<file path="config.mk">
export PLATFORM = sky130hd
export DESIGN_NAME = fadd16_arb
export DESIGN_NICKNAME = d
export VERILOG_FILES = /design/src/rtl/fadd16_arb.sv
export SDC_FILE = /design/constraint.sdc
export NUM_CORES = 1
export LEC_CHECK = 0
export BUFFER_PORTS_ARGS = -buffer_cell sky130_fd_sc_hd__buf_2
export CORE_MARGIN = 1
export CORE_UTILIZATION = 42
export CTS_BUF_LIST = sky130_fd_sc_hd__clkbuf_16
export DETAILED_ROUTE_END_ITERATION = 10
export HOLD_SLACK_MARGIN = 0.08
export PLACE_DENSITY = 0.64
export SETUP_SLACK_MARGIN = 0.05
export SYNTH_ARGS = -nofsm -noshare
export SYNTH_HDL_FRONTEND = slang
export SYNTH_SLANG_ARGS = --single-unit
</file>
<file path="constraint.sdc">
create_clock -name clk -period 5.16 [get_ports clk]
set_clock_uncertainty 0.2 [all_clocks]
set_input_delay 0.516 -clock clk [delete_from_list [all_inputs] [get_ports clk]]
set_output_delay 0.516 -clock clk [all_outputs]
set_load 0.05 [all_outputs]
</file>
<file path="src/rtl/fadd16_arb.sv">
// Two-requester front end that shares one fixed-latency fadd16 core, with credit-guarded per-requester response FIFOs.
// Latency: issue in the request-handshake cycle; response visible CORE_LAT+1 cycles after the handshake.
// Backpressure: a requester is stalled (req_ready_o low) while its credit (in flight + queued) equals RSP_DEPTH.
// Build option: define FADD16_ARB_FIXED_PRIO_EN for fixed priority (requester 0 wins); default is round-robin.
module fadd16_arb #(
  parameter int CORE_LAT  = 2,
  parameter int RSP_DEPTH = 4
) (
  input  logic        clk,
  input  logic        rst,
  input  logic [1:0]  req_valid_i,
  output logic [1:0]  req_ready_o,
  input  logic [31:0] req_opa_i,
  input  logic [31:0] req_opb_i,
  input  logic [5:0]  req_rm_i,
  output logic        core_valid_o,
  output logic [15:0] core_opa_o,
  output logic [15:0] core_opb_o,
  output logic [2:0]  core_rm_o,
  input  logic [15:0] core_res_i,
  input  logic [4:0]  core_fflags_i,
  output logic [1:0]  rsp_valid_o,
  input  logic [1:0]  rsp_ready_i,
  output logic [31:0] rsp_res_o,
  output logic [9:0]  rsp_fflags_o
);

  localparam int AW = $clog2(RSP_DEPTH);
  localparam int CW = $clog2(RSP_DEPTH + 1);

  typedef struct packed {
    logic [4:0]  fflags;
    logic [15:0] res;
  } rsp_t;

  logic [1:0]                elig;
  logic [1:0]                grant;
  logic [1:0]                push;
  logic [1:0]                pop;
  logic [1:0][CW-1:0]        credit_q, credit_d;
  logic [1:0][CW-1:0]        cnt_q, cnt_d;
  logic [1:0][AW-1:0]        wptr_q, wptr_d;
  logic [1:0][AW-1:0]        rptr_q, rptr_d;
  logic [CORE_LAT-1:0]       tag_vld_q, tag_vld_d;
  logic [CORE_LAT-1:0]       tag_id_q, tag_id_d;
  rsp_t [1:0][RSP_DEPTH-1:0] mem_q, mem_d;

`ifndef FADD16_ARB_FIXED_PRIO_EN
  logic rr_q, rr_d;
`endif

  // Arbitration: a requester may issue only while it still owns a free response slot.
  always_comb begin
    elig  = '0;
    grant = '0;
    for (int n = 0; n < 2; n++) begin
      elig[n] = !rst && req_valid_i[n] && (credit_q[n] < CW'(RSP_DEPTH));
    end
`ifdef FADD16_ARB_FIXED_PRIO_EN
    if (elig[0]) begin
      grant = 2'b01;
    end else if (elig[1]) begin
      grant = 2'b10;
    end
`else
    if (elig == 2'b11) begin
      grant = rr_q ? 2'b10 : 2'b01;
    end else begin
      grant = elig;
    end
`endif
  end

`ifndef FADD16_ARB_FIXED_PRIO_EN
  // Preference flips to the other requester after every grant and holds otherwise.
  always_comb begin
    rr_d = rr_q;
    if (|grant) begin
      rr_d = grant[0];
    end
  end

  // Round-robin pointer register.
  always_ff @(posedge clk) begin
    if (rst) begin
      rr_q <= 1'b0;
    end else begin
      rr_q <= rr_d;
    end
  end
`endif

  // Issue to the core: ready mirrors the grant, operands are zero when idle.
  always_comb begin
    req_ready_o  = grant;
    core_valid_o = |grant;
    core_opa_o   = '0;
    core_opb_o   = '0;
    core_rm_o    = '0;
    if (grant[1]) begin
      core_opa_o = req_opa_i[31:16];
      core_opb_o = req_opb_i[31:16];
      core_rm_o  = req_rm_i[5:3];
    end else if (grant[0]) begin
      core_opa_o = req_opa_i[15:0];
      core_opb_o = req_opb_i[15:0];
      core_rm_o  = req_rm_i[2:0];
    end
  end

  // Response heads: valid whenever a FIFO holds data, payload zero when empty.
  always_comb begin
    rsp_valid_o  = '0;
    rsp_res_o    = '0;
    rsp_fflags_o = '0;
    for (int n = 0; n < 2; n++) begin
      if (!rst && (cnt_q[n] != '0)) begin
        rsp_valid_o[n]         = 1'b1;
        rsp_res_o[16*n +: 16]  = mem_q[n][rptr_q[n]].res;
        rsp_fflags_o[5*n +: 5] = mem_q[n][rptr_q[n]].fflags;
      end
    end
  end

  assign pop = rsp_valid_o & rsp_ready_i;

  // Tag pipe tracks which requester owns each core slot; credits and FIFOs follow push/grant/pop.
  always_comb begin
    tag_vld_d    = '0;
    tag_id_d     = '0;
    tag_vld_d[0] = |grant;
    tag_id_d[0]  = grant[1];
    for (int i = 1; i < CORE_LAT; i++) begin
      tag_vld_d[i] = tag_vld_q[i-1];
      tag_id_d[i]  = tag_id_q[i-1];
    end

    push     = '0;
    credit_d = credit_q;
    cnt_d    = cnt_q;
    wptr_d   = wptr_q;
    rptr_d   = rptr_q;
    mem_d    = mem_q;
    for (int n = 0; n < 2; n++) begin
      push[n] = tag_vld_q[CORE_LAT-1] && (tag_id_q[CORE_LAT-1] == 1'(n));

      case ({grant[n], pop[n]})
        2'b10:   credit_d[n] = credit_q[n] + CW'(1);
        2'b01:   credit_d[n] = credit_q[n] - CW'(1);
        default: credit_d[n] = credit_q[n];
      endcase

      case ({push[n], pop[n]})
        2'b10:   cnt_d[n] = cnt_q[n] + CW'(1);
        2'b01:   cnt_d[n] = cnt_q[n] - CW'(1);
        default: cnt_d[n] = cnt_q[n];
      endcase

      if (push[n]) begin
        mem_d[n][wptr_q[n]] = '{fflags: core_fflags_i, res: core_res_i};
        wptr_d[n]           = wptr_q[n] + AW'(1);
      end
      if (pop[n]) begin
        rptr_d[n] = rptr_q[n] + AW'(1);
      end
    end
  end

  // Control state: reset drops in-flight tags so their results are never queued.
  always_ff @(posedge clk) begin
    if (rst) begin
      tag_vld_q <= '0;
      tag_id_q  <= '0;
      credit_q  <= '0;
      cnt_q     <= '0;
      wptr_q    <= '0;
      rptr_q    <= '0;
    end else begin
      tag_vld_q <= tag_vld_d;
      tag_id_q  <= tag_id_d;
      credit_q  <= credit_d;
      cnt_q     <= cnt_d;
      wptr_q    <= wptr_d;
      rptr_q    <= rptr_d;
    end
  end

  // FIFO storage needs no reset; occupancy alone decides what is visible.
  always_ff @(posedge clk) begin
    mem_q <= mem_d;
  end

  for (genvar g = 0; g < 2; g++) begin : g_chk
    a_no_push_full: assert property (@(posedge clk) disable iff (rst)
      push[g] |-> (cnt_q[g] < CW'(RSP_DEPTH)));
  end

endmodule

</file>
Word level (Yosys, flattened, before mapping). Index checks and enable logic that the tools add are counted.

Register bits: 193. Bits of input ports: 97. Output and inout bits: 82. Logic and storage cells: 104.

$add $sub $neg: 12. Order comparisons: 8. Eq/ne operators: 9. Muxes and demuxes: 28. Bitwise operators: 2. Reductions and logical operators: 18.

Operators by type and width (count): 84-bit bitwise mux (2); 16-bit two-way mux (6); 21-bit binary-select mux with 2-bit select (2); 21-bit demux with 2-bit select (2); 21-bit two-way mux (4); 3-bit case mux with 2 select lines (4); 3-bit by 1-bit adder with 3-bit output (second input constant) (4); 2-bit by 3-bit less-than comparator with 1-bit output (second input constant) (4); 3-bit by 1-bit subtractor with 3-bit output (second input constant) (4); 2-bit equality test (second input constant) (5); 1-bit logical AND (10); 5-bit two-way mux (2); 2-bit by 1-bit adder with 2-bit output (second input constant) (4); 2-bit by 1-bit equality test with 1-bit output (second input constant) (4); 2-bit nonzero test (4); 3-bit less-than comparator (second input constant) (2); 3-bit two-way mux (2); 3-bit nonzero test (2); 2-bit by 1-bit >= comparator with 1-bit output (second input constant) (2); 2-bit two-way mux (2); 2-bit AND (1); 1-bit two-way mux (2); 2-bit OR reduction (1); 1-bit logical NOT (1); 1-bit NOT (1).

Logic depth before layout (Yosys ltp).
Word-level depth: 7. Depth in mapped cells: 10. Gate-level depth less buffers: 9.

Worst setup path after synthesis. OpenSTA, ideal clock, no wires.

Path kind: input to register. Start point: input port req_valid_i[0]. End point: register credit_q[5] (netlist name). Setup time: 0.071 ns. Arrival: 2.504 ns. Data required time: 4.889 ns. Setup slack: 2.386 ns. Stages: 10. Path buffers: 1. Cell sequence: nor3b_1 nor3_1 clkbuf_1 inv_1 ha_1 inv_1 fa_1 xor2_1 or3_1 a21oi_1.

Cells in the longest elaborated chain, start to end: 6. Elaborated cells between the ends (all ways): 8. Those cells by class: eq/ne (3); mux (2); reduce/logical (3).

RTL lines: start, declared (line 11) `input logic [1:0] req_valid_i,`; 1-bit logical AND * (2 in series) (line 57) `elig[n] = !rst && req_valid_i[n] && (credit_q[n] < CW'(RSP_DEPTH));`; 2-bit equality test * (line 66) `if (elig == 2'b11) begin`; 2-bit two-way mux * (line 66); named net req_ready_o[1] (line 12) `output logic [1:0] req_ready_o,`; 2-bit by 1-bit equality test with 1-bit output / 2-bit equality test (equally long branches) (line 147) `case ({grant[n], pop[n]})`; 3-bit case mux with 2 select lines / 2-bit nonzero test (equally long branches); end signal, assigned (line 181) `credit_q <= credit_d;`; end, declared (line 40) `logic [1:0][CW-1:0] credit_q, credit_d;`.

Mark *: on every way through the listed nets, which the timed path passes. The rest lies on a longest branch. A chain may end at the register's enable or synchronous reset.

Final worst setup path.
Start point: register credit_q[2] (netlist name). End point: output port core_opb_o[7].

Cells in the longest elaborated chain, start to end: 6.

RTL lines: 3-bit less-than comparator * (line 57); 1-bit logical AND * (line 57); 2-bit equality test (line 66); 2-bit two-way mux * (line 66); 16-bit two-way mux (line 104) `end else if (grant[0]) begin`; 16-bit two-way mux * (line 100) `if (grant[1]) begin`; end, declared (line 18) `output logic [15:0] core_opb_o,`.

Mark *: on every way between the ends. The rest lies on a longest branch, timed or not.

==> qor.csv <==
metric;value;unit
Net Count, Synth;573;
reg2reg start;credit_q[2]$_SDFFE_PP0P_;
hold-fix buffers at CTS;0;
CTS tree;built;
CP Capture Type;primary output;
dpl hpwl;11720;um
CTS sink count;193;
DRC;0;
GR Util All Layers;18.91;%
RSZ-0062 raised after global routing;no;
DR vias/cell;5.256;
final core utilization;52.34;%
hold path start;core_res_i[15];
worst-path fanout max;22;
Synth Instances;460;
post-CTS sizing;0;
min Tclk post-route;3.257;ns
crit start category;flop;
Routed WL;17560;um
EDFF count, synth;168;
VDD IR-drop max;213.1;uV
Synth Register Bits;193;
final setup fails;0;
core footprint;0.01877;mm2
vias after detailed routing;4688;
TritonCTS buffer count;17;
Max-cap violations;0;
Port Buf Inserts;178;
clk buf depth;2;
Slew HR;38.88;%
Final ANT Viol Nets;0;
fraction of final layout cells sized beyond drive strength 1;42.38;%
postcts setup bufs;0;
worst path required time;4.44;ns
largest net degree at the start of global routing;39;
setup slack after layout;1.903;ns
vias in the first global route;4996;
fin. max-slew vios;0;
Pwr Density;357.5;mW/mm2
Ys Warns;0;
setup tns final;0;ns
initial core utilization;42.89;%
H-tree levels;4;
Pleak;3.638;nW
Critical Path Source;credit_q[2]$_SDFFE_PP0P_;
synth unique cells;33;
Seq/Total Area, Yosys;68.88;%
status;completed;
fmax;307.1;MHz
critical path class;flop to primary output;
Final Hold Fails;0;
CTS Root Cell;clkbuf_16;
Final Wtd Congestion;0.8556;
Synth Cell Area;0.008050;mm2
I/O pin count;179;
Hold Crit Class;input port to flop;
crit path DAT;2.54;ns
area grow syn2layout;22.02;%
width of the die;140.4;um
die area;0.01972;mm2
Detailed Routing Iterations Pass 1;4;
initial antenna violation count;2;
Worst-Margin Slew;0.9168;ns
nets;757;
Most used DFF post-synth;edfxtp_1;
clock latency on the worst-skew pair;0.43;ns
Mapped Avg Cell Area;17.50;um2
DIE HEIGHT;140.4;um
pre-CTS setup slack;2.015;ns
Tcrit/Tclk final;63.11;%
row cnt;50;
Routed WL per cell;19.68;um
1st-iter DRT viols;229;
total gr overflow;0;
clock-pin slew on the worst setup and hold paths;0.06;ns
Async SR Flop Fraction;0;%
first-pass GRT wire length;26870;um
[final timing paths]
kind	endpoint	depth (start not counted)	slack [ns]
worst max-delay path	core_opb_o[7]	5	1.90
worst min-delay path	mem_q[57]$_DFFE_PP_	1	0.15
worst max register to register	credit_q[2]$_SDFFE_PP0P_	9	2.44
worst min register to register	tag_id_q[1]$_SDFF_PP0_	1	0.25
[flip-flops by register name, indices dropped and copies added, names as in the netlist]
signal	count
cnt_q	6
mem_q	168
credit_q	6
rptr_q	4
tag_vld_q	2
rr_q	1
wptr_q	4
tag_id_q	2
[Yosys cell counts, drive strengths merged, types with 4 or more instances]
master | instances | share of area (%)
dfxtp | 25 | 6.2
a22o | 35 | 4.0
nor2b | 46 | 3.6
nor2 | 21 | 0.98
o21ai | 4 | 0.25
and3 | 4 | 0.31
or3 | 4 | 0.31
xor2 | 12 | 1.3
inv | 22 | 1.0
fa | 4 | 0.99
mux4 | 42 | 12
buf | 18 | 1.4
and2 | 4 | 0.31
nor3 | 5 | 0.31
clkbuf | 7 | 0.33
a21oi | 11 | 0.68
edfxtp | 168 | 63
ha | 12 | 1.9
[per-stage QoR]
step	hold slack, ns	total power, W	area, um2	instances
after CTS	0.1392	0.003538	9818	890
after global routing	0.1446	0.003623	9821	891
after global placement	0.2449	0.002158	9194	859
after floorplan	0.2138	0.002047	8050	460
after detailed placement	0.2438	0.002168	9194	859
final	0.1541	0.003512	9823	892
[area by class of cell]
class | instances | area, um2
fill | 1546 | 8945
sequential | 193 | 5548
multi-input combinational | 220 | 2290
timing repair buffer | 190 | 980.9
clock buffer | 17 | 425.4
tap | 234 | 292.8
clock inverter | 14 | 198.9
inverter | 22 | 82.58
antenna | 2 | 5.005
[logic make-up (layout without fill, tap and decap cells)]
kind of cell	count (synthesis)	count (layout)	share of synthesized area, %
xor gates and xnor gates	14	14	1.523
DFF	193	193	68.88
other	0	2	0
adders and majority gates	16	16	2.860
buffers and inverters	47	243	2.735
muxes	43	43	11.87
AOI/OAI and AO/OA	55	55	5.673
and+or+nand+nor	92	92	6.450
[report_power, final]
group	internal (W)	switching, W	total, W
Sequential	0.00172	0.0000290	0.00175
Combinational	0.000135	0.000247	0.000382
Clock	0.000848	0.000534	0.00138
Total	0.00270	0.000811	0.00351
[metal layers]
layer	GRT usage (%)	up-vias	part of all wire, %
li1	-	2148	-
met1	20.15	2331	37
met3	3.897	30	4.7
met2	35.58	179	55
met4	8.907	0	2.9
met5	0	-	0
[cells in the final DEF (no fill, tap or decap), drive strengths merged, types with 5 or more instances in the layout]
cell / instances
mux4: 42
clkbuf: 17
dfxtp: 25
a21oi: 11
nor2b: 46
buf: 190
bufinv: 5
edfxtp: 168
xor2: 12
nor3: 5
ha: 12
clkinv: 5
inv: 25
nor2: 21
a22o: 35
[critical path, cell delays in order (launching register included)]
cell      delay [ns]
dfxtp_1         0.35
nand2b_4        0.17
a311oi_4        0.80
buf_4           0.35
a22o_2          0.17
buf_2           0.25
Power figures use the tool's default switching activity.
